File: src/rtl/cmos_capture_pkg.sv
// Shared definitions for the OV7670 RGB565 capture front end:
// FSM encoding, default LCD window geometry and frame-skip count.
package cmos_capture_pkg;

    typedef enum logic [1:0] {
        WAIT_INIT = 2'd0,
        SKIP      = 2'd1,
        CAPTURE   = 2'd2
    } cap_state_t;

    localparam int LCD_H          = 480;
    localparam int LCD_V          = 272;
    localparam int FRAME_SKIP_DEF = 10;

    localparam int BYTE_W     = 8;
    localparam int PIXEL_W    = 16;
    localparam int PIX_CNT_W  = 11;
    localparam int LINE_CNT_W = 10;
    localparam int SKIP_CNT_W = 8;

endpackage

File: src/rtl/cmos_byte_pack.sv
// Registers the raw sensor pins, detects sync edges on the registered copies
// and pairs consecutive HREF bytes into one RGB565 pixel.
module cmos_byte_pack
    import cmos_capture_pkg::*;
(
    input  logic               clk,
    input  logic               rst_n,
    input  logic               vsync,
    input  logic               href,
    input  logic [BYTE_W-1:0]  data,
    output logic               href_d,
    output logic               byte_flag,
    output logic               vs_rise,
    output logic               vs_fall,
    output logic               href_fall,
    output logic               pixel_done,
    output logic [PIXEL_W-1:0] pixel
);

    logic              vsync_d;
    logic              vsync_d2;
    logic              href_d2;
    logic [BYTE_W-1:0] data_d;
    logic [BYTE_W-1:0] high_byte;

    always_ff @(posedge clk or negedge rst_n) begin
        if (!rst_n) begin
            vsync_d   <= 1'b0;
            vsync_d2  <= 1'b0;
            href_d    <= 1'b0;
            href_d2   <= 1'b0;
            data_d    <= '0;
            byte_flag <= 1'b0;
            high_byte <= '0;
        end else begin
            vsync_d   <= vsync;
            vsync_d2  <= vsync_d;
            href_d    <= href;
            href_d2   <= href_d;
            data_d    <= data;
            // An odd trailing byte leaves byte_flag=1 into the href_fall cycle.
            byte_flag <= href_d ? ~byte_flag : 1'b0;
            if (href_d && !byte_flag) begin
                high_byte <= data_d;
            end
        end
    end

    assign vs_rise    = vsync_d & ~vsync_d2;
    assign vs_fall    = ~vsync_d & vsync_d2;
    assign href_fall  = ~href_d & href_d2;
    assign pixel_done = href_d & byte_flag;
    assign pixel      = {high_byte, data_d};

endmodule

File: src/rtl/cmos_capture_rgb565.sv
// Camera capture top: skips the first frames after init, windows each frame
// to H_PIXELS x V_LINES, drives the frame-buffer write side and flags bad frames.
module cmos_capture_rgb565
    import cmos_capture_pkg::*;
#(
    parameter int H_PIXELS   = LCD_H,
    parameter int V_LINES    = LCD_V,
    parameter int FRAME_SKIP = FRAME_SKIP_DEF
) (
    input  logic               clk,
    input  logic               rst_n,
    input  logic               cmos_init_done,
    input  logic               sdram_init_done,
    input  logic               cmos_vsync,
    input  logic               cmos_href,
    input  logic [BYTE_W-1:0]  cmos_data,
    output logic               frame_clken,
    output logic [PIXEL_W-1:0] frame_data,
    output logic               frame_valid,
    output logic               frame_err
);

    localparam logic [PIX_CNT_W-1:0]  H_LIM    = PIX_CNT_W'(H_PIXELS);
    localparam logic [LINE_CNT_W-1:0] V_LIM    = LINE_CNT_W'(V_LINES);
    localparam logic [SKIP_CNT_W-1:0] SKIP_LIM = SKIP_CNT_W'(FRAME_SKIP);

    logic               href_d;
    logic               byte_flag;
    logic               vs_rise;
    logic               vs_fall;
    logic               href_fall;
    logic               pixel_done;
    logic [PIXEL_W-1:0] pixel;

    cmos_byte_pack u_byte_pack (
        .clk        (clk),
        .rst_n      (rst_n),
        .vsync      (cmos_vsync),
        .href       (cmos_href),
        .data       (cmos_data),
        .href_d     (href_d),
        .byte_flag  (byte_flag),
        .vs_rise    (vs_rise),
        .vs_fall    (vs_fall),
        .href_fall  (href_fall),
        .pixel_done (pixel_done),
        .pixel      (pixel)
    );

    cap_state_t              state;
    cap_state_t              state_next;
    logic [SKIP_CNT_W-1:0]   skip_cnt;
    logic [SKIP_CNT_W-1:0]   skip_next;
    logic [PIX_CNT_W-1:0]    pixel_cnt;
    logic [LINE_CNT_W-1:0]   line_cnt;
    logic                    line_err;

    logic init_ok;
    logic pix_write;
    logic line_end;
    logic line_bad;
    logic frame_bad;

    assign init_ok = cmos_init_done & sdram_init_done;

    always_ff @(posedge clk or negedge rst_n) begin
        if (!rst_n) begin
            state    <= WAIT_INIT;
            skip_cnt <= '0;
        end else begin
            state    <= state_next;
            skip_cnt <= skip_next;
        end
    end

    always_comb begin
        state_next = state;
        skip_next  = skip_cnt;
        if (!init_ok) begin
            state_next = WAIT_INIT;
            skip_next  = '0;
        end else begin
            case (state)
                WAIT_INIT: begin
                    state_next = SKIP;
                    skip_next  = '0;
                end
                SKIP: begin
                    if (vs_rise) begin
                        skip_next = skip_cnt + 1'b1;
                        if (skip_cnt + 1'b1 == SKIP_LIM) begin
                            state_next = CAPTURE;
                        end
                    end
                end
                CAPTURE: begin
                    state_next = CAPTURE;
                end
                default: begin
                    state_next = WAIT_INIT;
                    skip_next  = '0;
                end
            endcase
        end
    end

    // Gating uses the pre-edge frame_valid, so a pixel completing on vs_rise is still written.
    assign pix_write = pixel_done & init_ok & (state == CAPTURE) & frame_valid
                     & (pixel_cnt < H_LIM) & (line_cnt < V_LIM);

    // A VSYNC arriving mid-line closes that line as if HREF had dropped.
    assign line_end  = href_fall | (vs_rise & href_d);
    assign line_bad  = line_end & ((pixel_cnt != H_LIM) | byte_flag);
    assign frame_bad = line_err | line_bad | (line_cnt != V_LIM);

    always_ff @(posedge clk or negedge rst_n) begin
        if (!rst_n) begin
            pixel_cnt   <= '0;
            line_cnt    <= '0;
            line_err    <= 1'b0;
            frame_clken <= 1'b0;
            frame_data  <= '0;
            frame_valid <= 1'b0;
            frame_err   <= 1'b0;
        end else begin
            frame_clken <= pix_write;
            if (pix_write) begin
                frame_data <= pixel;
            end

            if (vs_rise || href_fall) begin
                pixel_cnt <= '0;
            end else if (pixel_done && pixel_cnt != '1) begin
                pixel_cnt <= pixel_cnt + 1'b1;
            end

            if (vs_rise) begin
                line_cnt <= '0;
            end else if (href_fall && pixel_cnt != '0 && line_cnt != '1) begin
                line_cnt <= line_cnt + 1'b1;
            end

            if (vs_rise) begin
                line_err <= 1'b0;
            end else if (line_bad) begin
                line_err <= 1'b1;
            end

            frame_err <= vs_rise & init_ok & (state == CAPTURE) & frame_valid & frame_bad;

            if (!init_ok || state != CAPTURE || vs_rise) begin
                frame_valid <= 1'b0;
            end else if (vs_fall) begin
                frame_valid <= 1'b1;
            end
        end
    end

endmodule
File: config.mk
export PLATFORM = sky130hd
export DESIGN_NAME = cmos_capture_rgb565
export DESIGN_NICKNAME = d
export VERILOG_FILES = /design/src/rtl/cmos_capture_pkg.sv /design/src/rtl/cmos_byte_pack.sv /design/src/rtl/cmos_capture_rgb565.sv
export SDC_FILE = /design/constraint.sdc
export NUM_CORES = 1
export LEC_CHECK = 0
export ABC_AREA = 1
export CORE_MARGIN = 2
export CORE_UTILIZATION = 57
export DETAILED_ROUTE_END_ITERATION = 12
export PLACE_DENSITY = 0.76
export SETUP_SLACK_MARGIN = 0.05
export SYNTH_ARGS = -nofsm -noshare
export SYNTH_HDL_FRONTEND = slang
export SYNTH_HIERARCHICAL = 1
export SYNTH_SLANG_ARGS = --single-unit
File: constraint.sdc
create_clock -name clk -period 2.1 [get_ports clk]
set_clock_uncertainty 0.2 [all_clocks]
set_input_delay 0.42 -clock clk [delete_from_list [all_inputs] [get_ports clk]]
set_output_delay 0.42 -clock clk [all_outputs]
set_load 0.02 [all_outputs]
==> flow_metrics.env <==
export IMPL_critPathTopFamily="buffers and inverters"
export IMPL_synth_distinct_cells=33
export IMPL_fp_row_count=28
export IMPL_setup_tns_ns=0
export IMPL_clk_pin_slew_ns=0.08
export IMPL_clkPwrFrac_pct=40.7
export IMPL_netlist_area_sq_um=3500
export IMPL_syn_instance_count=427
export IMPL_dieArea_sq_um=6780
export IMPL_drt_initial_drc_count=187
export IMPL_area_growth_pct=19.5
export IMPL_worstPathCellList="clkdlybuf4s50_1"
export IMPL_grt_use_met1_pct=30.5
export IMPL_reg2regPathDepth=8
export IMPL_crit_required_ns=1.48
export IMPL_viasPerCell=5.15
export IMPL_portBuffers=32
export IMPL_n_antenna_cell=0
export IMPL_dp_hpwl_um=4760
export IMPL_fin_crit_ns=1.99
export IMPL_gr_usage_met3_pct=4.67
export IMPL_rsz0062_at_grt="false"
export IMPL_pwr_share_seq_pct=50.5
export IMPL_grt_max_degree=73
export IMPL_drc=0
export IMPL_antenna_found_initial=0
export IMPL_whs_path_depth=0
export IMPL_fmax_ghz=0.502
export IMPL_synth_seq_area_share_pct=51.5
export IMPL_wl_per_cell_um=12.6
export IMPL_grtUsageTotal_pct=22.5
export IMPL_cp_num_cells=1
export IMPL_postSynthAreaPerCell_sq_um=8.19
export IMPL_final_nets=492
export IMPL_net_switching_power_mw=0.762
export IMPL_max_stage_delay_ns=0.63
export IMPL_die_h_um=82.3
export IMPL_ios=33
export IMPL_routabilityCongestion=0.795
export IMPL_post_route_period_util_pct=94.8
export IMPL_grt_busiest_layer="met2"
export IMPL_cp_data_arrival_time_ns=1.37
export IMPL_comb_power_share_pct=8.8
export IMPL_htreeDepth=3
export IMPL_fp_dieW_um=82.3
export IMPL_ys_ff_latch=72
export IMPL_hp_class="register to register"
export IMPL_vias=2828
export IMPL_crit_buf_inv=1
export IMPL_start_util_pct=59.0
export IMPL_final_common_cell="nand2_1"
export IMPL_yosysWarnings=6
export IMPL_worstMarginPinSlew_ns=0.395
export IMPL_cts_tree="built"
export IMPL_dp_cells=532
export IMPL_clk_latency_ns=0.35
export IMPL_core_area_sq_um=5920
export IMPL_final_cell_mix="106 x nand2_1, 72 x dfrtp_1, 64 x inv_1"
export IMPL_swShare_pct=25.1
export IMPL_slew_violations=0
export IMPL_layout_drive_gt1_share_pct=8.65
export IMPL_ir_worst_vdd_v=0.000548
export IMPL_crit_fanout=4
export IMPL_cts_sinks=72
export IMPL_use_met2_pct=35.7
export IMPL_max_cap_violations=0
export IMPL_max_slew_margin_pct=73.6
export IMPL_syn_nets=450
export IMPL_cts_buffers=9
export IMPL_grt_pass1_wl_um=11500
export IMPL_final_setup_viol_count=0
export IMPL_hold_viol=0
export IMPL_gr_total_overflow=0
export IMPL_cts_buffer_depth=2
export IMPL_start_kind="register"
export IMPL_ant_nets=0
export IMPL_powerDensity_nw_per_um2=726
export IMPL_p_int_mw=2.27
export IMPL_crit_slowest_cell="clkdlybuf4s50_1"
export IMPL_leakagePower_nw=2.07
export IMPL_stdcell_count=549
export IMPL_cp_end_kind="primary output"
export IMPL_routed_wl_um=6910
export IMPL_first_pass_iters=4
export IMPL_postCtsSetupRepairBufs=0
export IMPL_status="finished clean"
export IMPL_clockRootBuffer="clkbuf_8"
export IMPL_first_global_vias=2639
export IMPL_critPathKind="register to primary output"
[cell usage after synthesis, drive strengths merged]
cell    instances  area [sq um]
inv            66           248
nand3          44           238
nor2           39           149
ha              9           113
a31oi           1          6.26
o22ai           2          12.5
buf             7          46.3
nand4           7          50.1
o21bai          1          7.51
clkinv          1          3.75
nand3b          1          7.51
xor2            8          70.1
a31o            1          8.76
o21ai          35           186
clkbuf          5          20.0
a21oi           6          33.8
nor3           10          50.1
dfrtp          72          1800
nor3b           3          22.5
nand2         109           422
[layout make-up]
type,instances,area [sq um]
timing repair buffer,43,425
fill,473,1740
sequential,72,1800
tap,75,93.8
multi-input combinational,276,1380
clock buffer,10,138
inverter,67,251
clock inverter,6,90.1
[routing by layer]
metal | routed length [um] | up-vias | part of all wire [%]
li1 | - | 1427 | -
met1 | 3210 | 1337 | 46
met2 | 3330 | 55 | 48
met3 | 274 | 9 | 4.0
met4 | 104 | 0 | 1.5
met5 | 0 | - | 0
[timing repair]
action / in CTS / in global routing
hold endpoints to repair: 72 / 0
hold buffers: 1 / 0
resized for setup: 0 / 0
[state kept, by name (all words and copies together), names as in the netlist]
name                   flops
frame_data                16
pixel_cnt                 11
line_cnt                  10
skip_cnt                   8
u_byte_pack/data_d         8
u_byte_pack/high_byte      8
state                      2
frame_clken                1
frame_err                  1
frame_valid                1
line_err                   1
u_byte_pack/byte_flag      1
u_byte_pack/href_d         1
u_byte_pack/href_d2        1
u_byte_pack/vsync_d        1
u_byte_pack/vsync_d2       1
[power groups by stage]
stage               registers, mW  clock network [mW]  logic, mW
finish                       1.53                1.23      0.267
detailed placement           1.56                   0      0.267
CTS                          1.53                1.25      0.272
floorplan                    1.52                   0      0.192
global placement             1.55                   0      0.259
global route                 1.54                1.31      0.314
[worst paths after layout]
| check | slack, ns | startpoint | end |
|---|---|---|---|
| worst max-delay path | 0.11 | frame_valid | frame_valid |
| worst min-delay path | 0.20 | u_byte_pack/vsync_d | u_byte_pack/vsync_d2 |
| max in group asynchronous | 0.97 | rst_n | pixel_cnt[8] |
| worst min register to register | 0.20 | u_byte_pack/vsync_d | u_byte_pack/vsync_d2 |
| min in group asynchronous | 0.41 | rst_n | pixel_cnt[2] |
| worst max register to register | 0.18 | line_cnt[0] | line_cnt[7] |
[logic make-up after synthesis]
logic type                 Yosys count  share of synthesized area (%)
and+or+nand+nor                    213                           26.8
buffers and inverters               79                           9.09
DFF                                 72                           51.5
AOI/OAI and AO/OA                   46                           7.30
adders and majority gates            9                           3.22
xor gates and xnor gates             8                           2.00
[metrics by stage]
step | area (sq um) | setup WS, ns | power (mW) | hold WS, ns | util, %
final | 4180 | 0.110 | 3.03 | 0.203 | 70.5
after global routing | 4180 | 0.0615 | 3.16 | 0.228 | 70.5
after CTS | 4180 | 0.103 | 3.05 | 0.207 | 70.5
after detailed placement | 3940 | 0.0798 | 1.82 | 0.189 | 66.5
after global placement | 3940 | 0.129 | 1.81 | 0.182 | 66.5
after floorplan | 3500 | 0.338 | 1.72 | -0.0756 | -
Note: power is estimated with default switching activity, not from simulation.
